==> src/rtl/mux21_pkg.sv <==
// Shared constants for the registered 2:1 multiplexer.
// Holds the legal parameter ranges and defaults so the top-level
// elaboration checks, the interface and the bench all agree on them.
package mux21_pkg;

    localparam int WIDTH_MIN       = 1;
    localparam int WIDTH_MAX       = 64;
    localparam int LATENCY_MIN     = 1;
    localparam int LATENCY_MAX     = 8;

    localparam int DEFAULT_WIDTH   = 4;
    localparam int DEFAULT_LATENCY = 1;

endpackage

==> src/rtl/mux21_if.sv <==
// Data bundle for mux21.
// Ports (master = data source, slave = the mux):
//   datain_0  WIDTH  passed when select = 0
//   datain_1  WIDTH  passed when select = 1
//   select    1      1 -> datain_1, anything else -> datain_0
//   out       WIDTH  registered mux result
interface mux21_if import mux21_pkg::*; #(
    parameter int WIDTH = DEFAULT_WIDTH
);
    logic [WIDTH-1:0] datain_0;
    logic [WIDTH-1:0] datain_1;
    logic             select;
    logic [WIDTH-1:0] out;

    modport master (
        output datain_0,
        output datain_1,
        output select,
        input  out
    );

    modport slave (
        input  datain_0,
        input  datain_1,
        input  select,
        output out
    );
endinterface

==> src/rtl/mux21_pipe_reg.sv <==
// One pipeline stage: WIDTH-bit register with synchronous active-low clear.
// Ports:
//   clk    clock, rising edge
//   rst_n  synchronous clear, active-low; wins over d
//   d      next value
//   q      registered value
module mux21_pipe_reg import mux21_pkg::*; #(
    parameter int WIDTH = DEFAULT_WIDTH
) (
    input  logic             clk,
    input  logic             rst_n,
    input  logic [WIDTH-1:0] d,
    output logic [WIDTH-1:0] q
);

    always_ff @(posedge clk) begin
        if (!rst_n) begin
            q <= '0;
        end else begin
            q <= d;
        end
    end

endmodule

==> src/rtl/mux21.sv <==
// Registered 2:1 data multiplexer.
// The selected input is pushed through LATENCY register stages every cycle
// (no enable, no stall); out is the last stage.
// Ports:
//   clk    clock, rising edge
//   rst_n  synchronous active-low reset; clears every stage
//   bus    mux21_if.slave: datain_0, datain_1, select in; out out
module mux21 import mux21_pkg::*; #(
    parameter int WIDTH   = DEFAULT_WIDTH,
    parameter int LATENCY = DEFAULT_LATENCY
) (
    input  logic         clk,
    input  logic         rst_n,
    mux21_if.slave       bus
);

    if (WIDTH < WIDTH_MIN || WIDTH > WIDTH_MAX) begin : g_bad_width
        $error("mux21: WIDTH %0d outside %0d..%0d", WIDTH, WIDTH_MIN, WIDTH_MAX);
    end

    if (LATENCY < LATENCY_MIN || LATENCY > LATENCY_MAX) begin : g_bad_latency
        $error("mux21: LATENCY %0d outside %0d..%0d", LATENCY, LATENCY_MIN, LATENCY_MAX);
    end

    logic [WIDTH-1:0] sel_data;
    logic [WIDTH-1:0] stage [LATENCY];

    // An if/else rather than ?: so an unknown select falls to datain_0
    // instead of merging both inputs into X.
    always_comb begin
        sel_data = bus.datain_0;
        if (bus.select == 1'b1) begin
            sel_data = bus.datain_1;
        end
    end

    for (genvar k = 0; k < LATENCY; k++) begin : g_stage
        if (k == 0) begin : g_head
            mux21_pipe_reg #(.WIDTH(WIDTH)) u_reg (
                .clk   (clk),
                .rst_n (rst_n),
                .d     (sel_data),
                .q     (stage[k])
            );
        end else begin : g_tail
            mux21_pipe_reg #(.WIDTH(WIDTH)) u_reg (
                .clk   (clk),
                .rst_n (rst_n),
                .d     (stage[k-1]),
                .q     (stage[k])
            );
        end
    end

    assign bus.out = stage[LATENCY-1];

endmodule

==> src/flat_wrapper.sv <==
// flat-port wrapper written by rule: the top's interface ports become plain ports
module mux21_flat import mux21_pkg::*;
#(
    parameter int WIDTH   = DEFAULT_WIDTH,
    parameter int LATENCY = DEFAULT_LATENCY
)
  (clk, rst_n, bus_datain_0, bus_datain_1, bus_select, bus_out);
  mux21_if #(.WIDTH(WIDTH)) bus_i ();
  input  logic clk;
  input  logic rst_n;
  input wire logic [$bits(bus_i.datain_0)-1:0] bus_datain_0;
  input wire logic [$bits(bus_i.datain_1)-1:0] bus_datain_1;
  input wire logic [$bits(bus_i.select)-1:0] bus_select;
  output wire logic [$bits(bus_i.out)-1:0] bus_out;
  assign bus_i.datain_0 = bus_datain_0;
  assign bus_i.datain_1 = bus_datain_1;
  assign bus_i.select = bus_select;
  assign bus_out = bus_i.out;
  mux21 #(.WIDTH(WIDTH), .LATENCY(LATENCY)) u_core (.clk(clk), .rst_n(rst_n), .bus(bus_i));
endmodule
==> config.mk <==
export PLATFORM = sky130hd
export DESIGN_NAME = mux21_flat
export DESIGN_NICKNAME = d
export VERILOG_FILES = /design/src/rtl/mux21_pkg.sv /design/src/rtl/mux21_if.sv /design/src/rtl/mux21_pipe_reg.sv /design/src/rtl/mux21.sv /design/src/flat_wrapper.sv
export SDC_FILE = /design/constraint.sdc
export NUM_CORES = 1
export LEC_CHECK = 0
export CAP_MARGIN = 10
export CORE_AREA = 2 2 39 41
export CTS_BUF_LIST = sky130_fd_sc_hd__clkbuf_4 sky130_fd_sc_hd__clkbuf_8 sky130_fd_sc_hd__clkbuf_16
export DETAILED_ROUTE_END_ITERATION = 7
export DIE_AREA = 0 0 41 43
export PLACE_DENSITY_LB_ADDON = 0.05
export SLEW_MARGIN = 10
export SYNTH_ARGS = -nofsm -noshare
export SYNTH_HDL_FRONTEND = slang
export SYNTH_SLANG_ARGS = --single-unit
==> constraint.sdc <==
create_clock -name clk -period 0.9 [get_ports clk]
set_clock_uncertainty 0.15 [all_clocks]
set_input_delay 0.135 -clock clk [delete_from_list [all_inputs] [get_ports clk]]
set_output_delay 0.135 -clock clk [all_outputs]
set_load 0.02 [all_outputs]
After elaboration in Yosys (flattened, before gate mapping)
Index checks and enable logic that the tools add are counted.
Storage, ports and cells
  output and inout port bits: 4
  register bits: 4
  word-level logic and storage cells: 2
  bits of input ports: 11
Cells by class
  mux-type cells: 1
Operators with widths (count)
  4-bit two-way mux: 1

Depth between registers and ports, before layout
  depth after elaboration: 1
  depth in mapped cells: 3
  gate-level depth less buffers: 2

Hierarchy
From an unflattened synthesis, not the netlist that was laid out.
Second synthesis, totals
  cell total of the unflattened synthesis: 12
  area, all modules: 150.1 µm²
Modules (own cells, without submodules)
  mux21_pipe_reg: area each 105.1 µm², cells each 8, times used 1, seq. area each 80.1 µm²
  mux21: area each 45.0 µm², cells each 4, times used 1, seq. area each 0.0 µm²

Least setup slack after synthesis
No wires, ideal clock.
  path type: input -> register
  start: in bus_select
  end: reg u_core.g_stage[0].g_head.u_reg.q[0]
  data required time: 634 ps
  arrival: 439 ps
  setup slack: 195 ps
  library setup time: 116 ps
  cell stages on the path: 3
  cells stage by stage: buf_6 -> mux2i_1 -> nor2b_1
On the way
  word-level cells in the longest chain between the ends: 1
Ends and longest elaborated chain
  from (decl): line flat_wrapper.sv:13  | input wire logic [$bits(bus_i.select)-1:0] bus_select;
  4-bit two-way mux: line mux21.sv:32  | if (bus.select == 1'b1) begin
  to (signal assigned): line mux21_pipe_reg.sv:18  | q <= '0;
  to (signal assigned): line mux21_pipe_reg.sv:20  | q <= d;
  to (decl): line mux21_pipe_reg.sv:13  | output logic [WIDTH-1:0] q
Every way passes these cells.
A chain may end at the register's enable or synchronous reset.

Worst setup path after layout
  start: reg u_core.g_stage[0].g_head.u_reg.q[1]
  end: out bus_out[1]
RTL lines
  to (decl): line flat_wrapper.sv:14  | output wire logic [$bits(bus_i.out)-1:0] bus_out;
No word-level cell between the ends.

==> reports/metrics.cfg <==
[critical_path]
cp_slowest_cell=dfxtp_2
path_buf_inv=1
worstPathMaxFanout=1
worstPathArrival_ps=650
crit_type=reg -> out
cp_data_required_time_ps=610
end_kind=primary output
cp_cell_sequence=buf_6
cp_top_family=flip-flops
max_stage_delay_ps=300
start_kind=flip-flop

[final_layout]
regMostFlops=u_core.g_stage.g_head.u_reg.q
largest_reg_flops=4
layout_commonest_cell=clkdlybuf4s50_1
drive_gt1_share_pct=37.93
num-nets-final=42
diodes=0
final_area_um2=336.6
top_regs=u_core.g_stage.g_head.u_reg.q: 4 flops
final_cell_mix=clkdlybuf4s50_1 (9), mux2i_1 (4), nor2b_1 (4), buf_6 (4), dfxtp_2 (4)
area_growth_pct=115.2

[global_routing]
grt_max_degree=5
first_global_vias=137
grt_pass1_wl_um=586
antenna_found_initial=0
gr-usage-all-layers_pct=5.517
grt_overflow_total=0

[power]
power.switching_uw=101.2
p_leak_nw=0.1454
pwr_density_cell_nw_per_um2=1524
seqPwrFrac_pct=38.5
ir_drop_uv=280.8
power.share.switching_pct=19.73
combinationalPowerShare_pct=20.6
internal-power_uw=411.6
clock_power_share_pct=40.9

[placement]
place.gp.congestion=0.6061
dpl_cell_area_um2=305.3
numPortBuffers=14

[floorplan]
rows=14
initial_core_util_pct=11.30
die_x_um=41
core-area_um2=1384
die_height_um=43
die_area_um2=1763
io_pins=15

[synthesis]
syn_nets=24
synth_compound_area_share_pct=0
syn_inst=13
syn_area_um2=156.4
synth_fa_ha_area_share_pct=0
synth_top_family_by_area=multiplexers
postSynthAreaPerCell_um2=12.03
ys_seq_elements=4
synth-simple-area-share_pct=16.00
ys_seq_area_share_pct=51.20
ys_warn_count=0
synth_cell_types=4
synth_xor_area_share_pct=0
muxShareOfSynthArea_pct=25.60

[sta]
setup_violations=4
clock.fmax_mhz=1069
fin_hold_ws_ps=333.1
grt_setup_unrepaired=yes
fin_ws_ps=-35.62
slew_violations=0
fin_crit_sh_pct=104.0
tightest_slew_ps=234.2
maxSlewHeadroom_pct=84.39
hold_viol=0
min_period_ps=935.6

[run_status]
status=complete, but fails checks
violations=setup timing

[drt]
routed_via_density=3.156
top_layer_used=met3
met1_length_um=135
dr.pass1.iters=1
drt-initial-drc-count=0
detail-route-antenna-nets=0
vias=142
drc_errors=0
wirelength_um=327
wl_per_cell_um=7.267
dr_wl_met2_um=145
met3_length_um=45

[worst_hold_path]
min_to=u_core.g_stage[0].g_head.u_reg.q[2]
hp-class=in -> reg
holdCritStartpoint=bus_select
min_path_cells=3

[clock_network]
clk_path_buf_depth=2
tritoncts=yes
cts_max_level=1
hold_buffers=0
clock_sinks=4
ctsRootBufferMaster=clkbuf_4
cts_buffers=3
clk_pin_slew_ps=30

[run]
cap_violations=0

==> what timing repair did <==
item	4_1_cts	5_1_grt
setup endpoints to repair	8	4
resized for setup	29	0
buffers inserted	0	0
hold endpoints to repair	0	0
==> layer usage <==
layer | vias to the layer above | GRT usage [%]
met3 | 0 | 3.141
li1 | 74 | -
met2 | 10 | 6.250
met4 | 0 | 6.000
met5 | - | 0
met1 | 58 | 6.410
==> cells in the mapped netlist <==
master | instances | area (um2)
dfxtp_1 | 4 | 80.08
nor2b_1 | 4 | 25.02
buf_6 | 1 | 11.26
mux2i_1 | 4 | 40.04
==> per-stage QoR <==
stage	power [mW]	TNS [ps]	util, %	cells	worst slack (ps)
final	0.5128	-140.7	24.32	45	-35.62
after global routing	0.5604	-262.7	24.32	45	-68.24
after CTS	0.5267	-185.3	24.32	45	-47.03
after detailed placement	0.3019	-2649	22.06	42	-406.5
after global placement	0.3008	-2606	22.06	42	-396.8
after floorplan	0.2369	0	-	13	195.2
==> power groups by stage <==
| stage | registers (mW) | clock network (mW) | logic (mW) |
|---|---|---|---|
| after floorplan | 0.211 | 0 | 0.0256 |
| final | 0.198 | 0.210 | 0.105 |
| after detailed placement | 0.196 | 0 | 0.106 |
| after global placement | 0.195 | 0 | 0.105 |
| after global routing | 0.199 | 0.246 | 0.116 |
| after CTS | 0.198 | 0.222 | 0.107 |
==> cell families (layout without fill, tap and decap cells) <==
group                  after synthesis  count (layout)
AND/OR/NAND/NOR                      4               4
multiplexers                         4               4
flip-flops                           4               4
buffers and inverters                1              17
==> worst max path at each step <==
stage	startpoint	endpoint	slack [ps]	cells after the start
after floorplan	bus_select	u_core.g_stage[0].g_head.u_reg.q[0]	200	3
final	u_core.g_stage[0].g_head.u_reg.q[1]	bus_out[1]	-40	1
after detailed placement	bus_select	u_core.g_stage[0].g_head.u_reg.q[1]	-410	3
after global placement	bus_select	u_core.g_stage[0].g_head.u_reg.q[3]	-400	3
after CTS	u_core.g_stage[0].g_head.u_reg.q[2]	bus_out[2]	-50	1
after global routing	u_core.g_stage[0].g_head.u_reg.q[1]	bus_out[1]	-70	1
==> final cells by class <==
cell class	instances	area [um2]
fillers	155	1047
repair buffers	14	143.9
flip-flops and latches	4	85.08
multi-input cells	8	65.06
clock buffers	3	22.52
well taps	16	20.02
No activity file was read; power rests on OpenSTA's default activity.
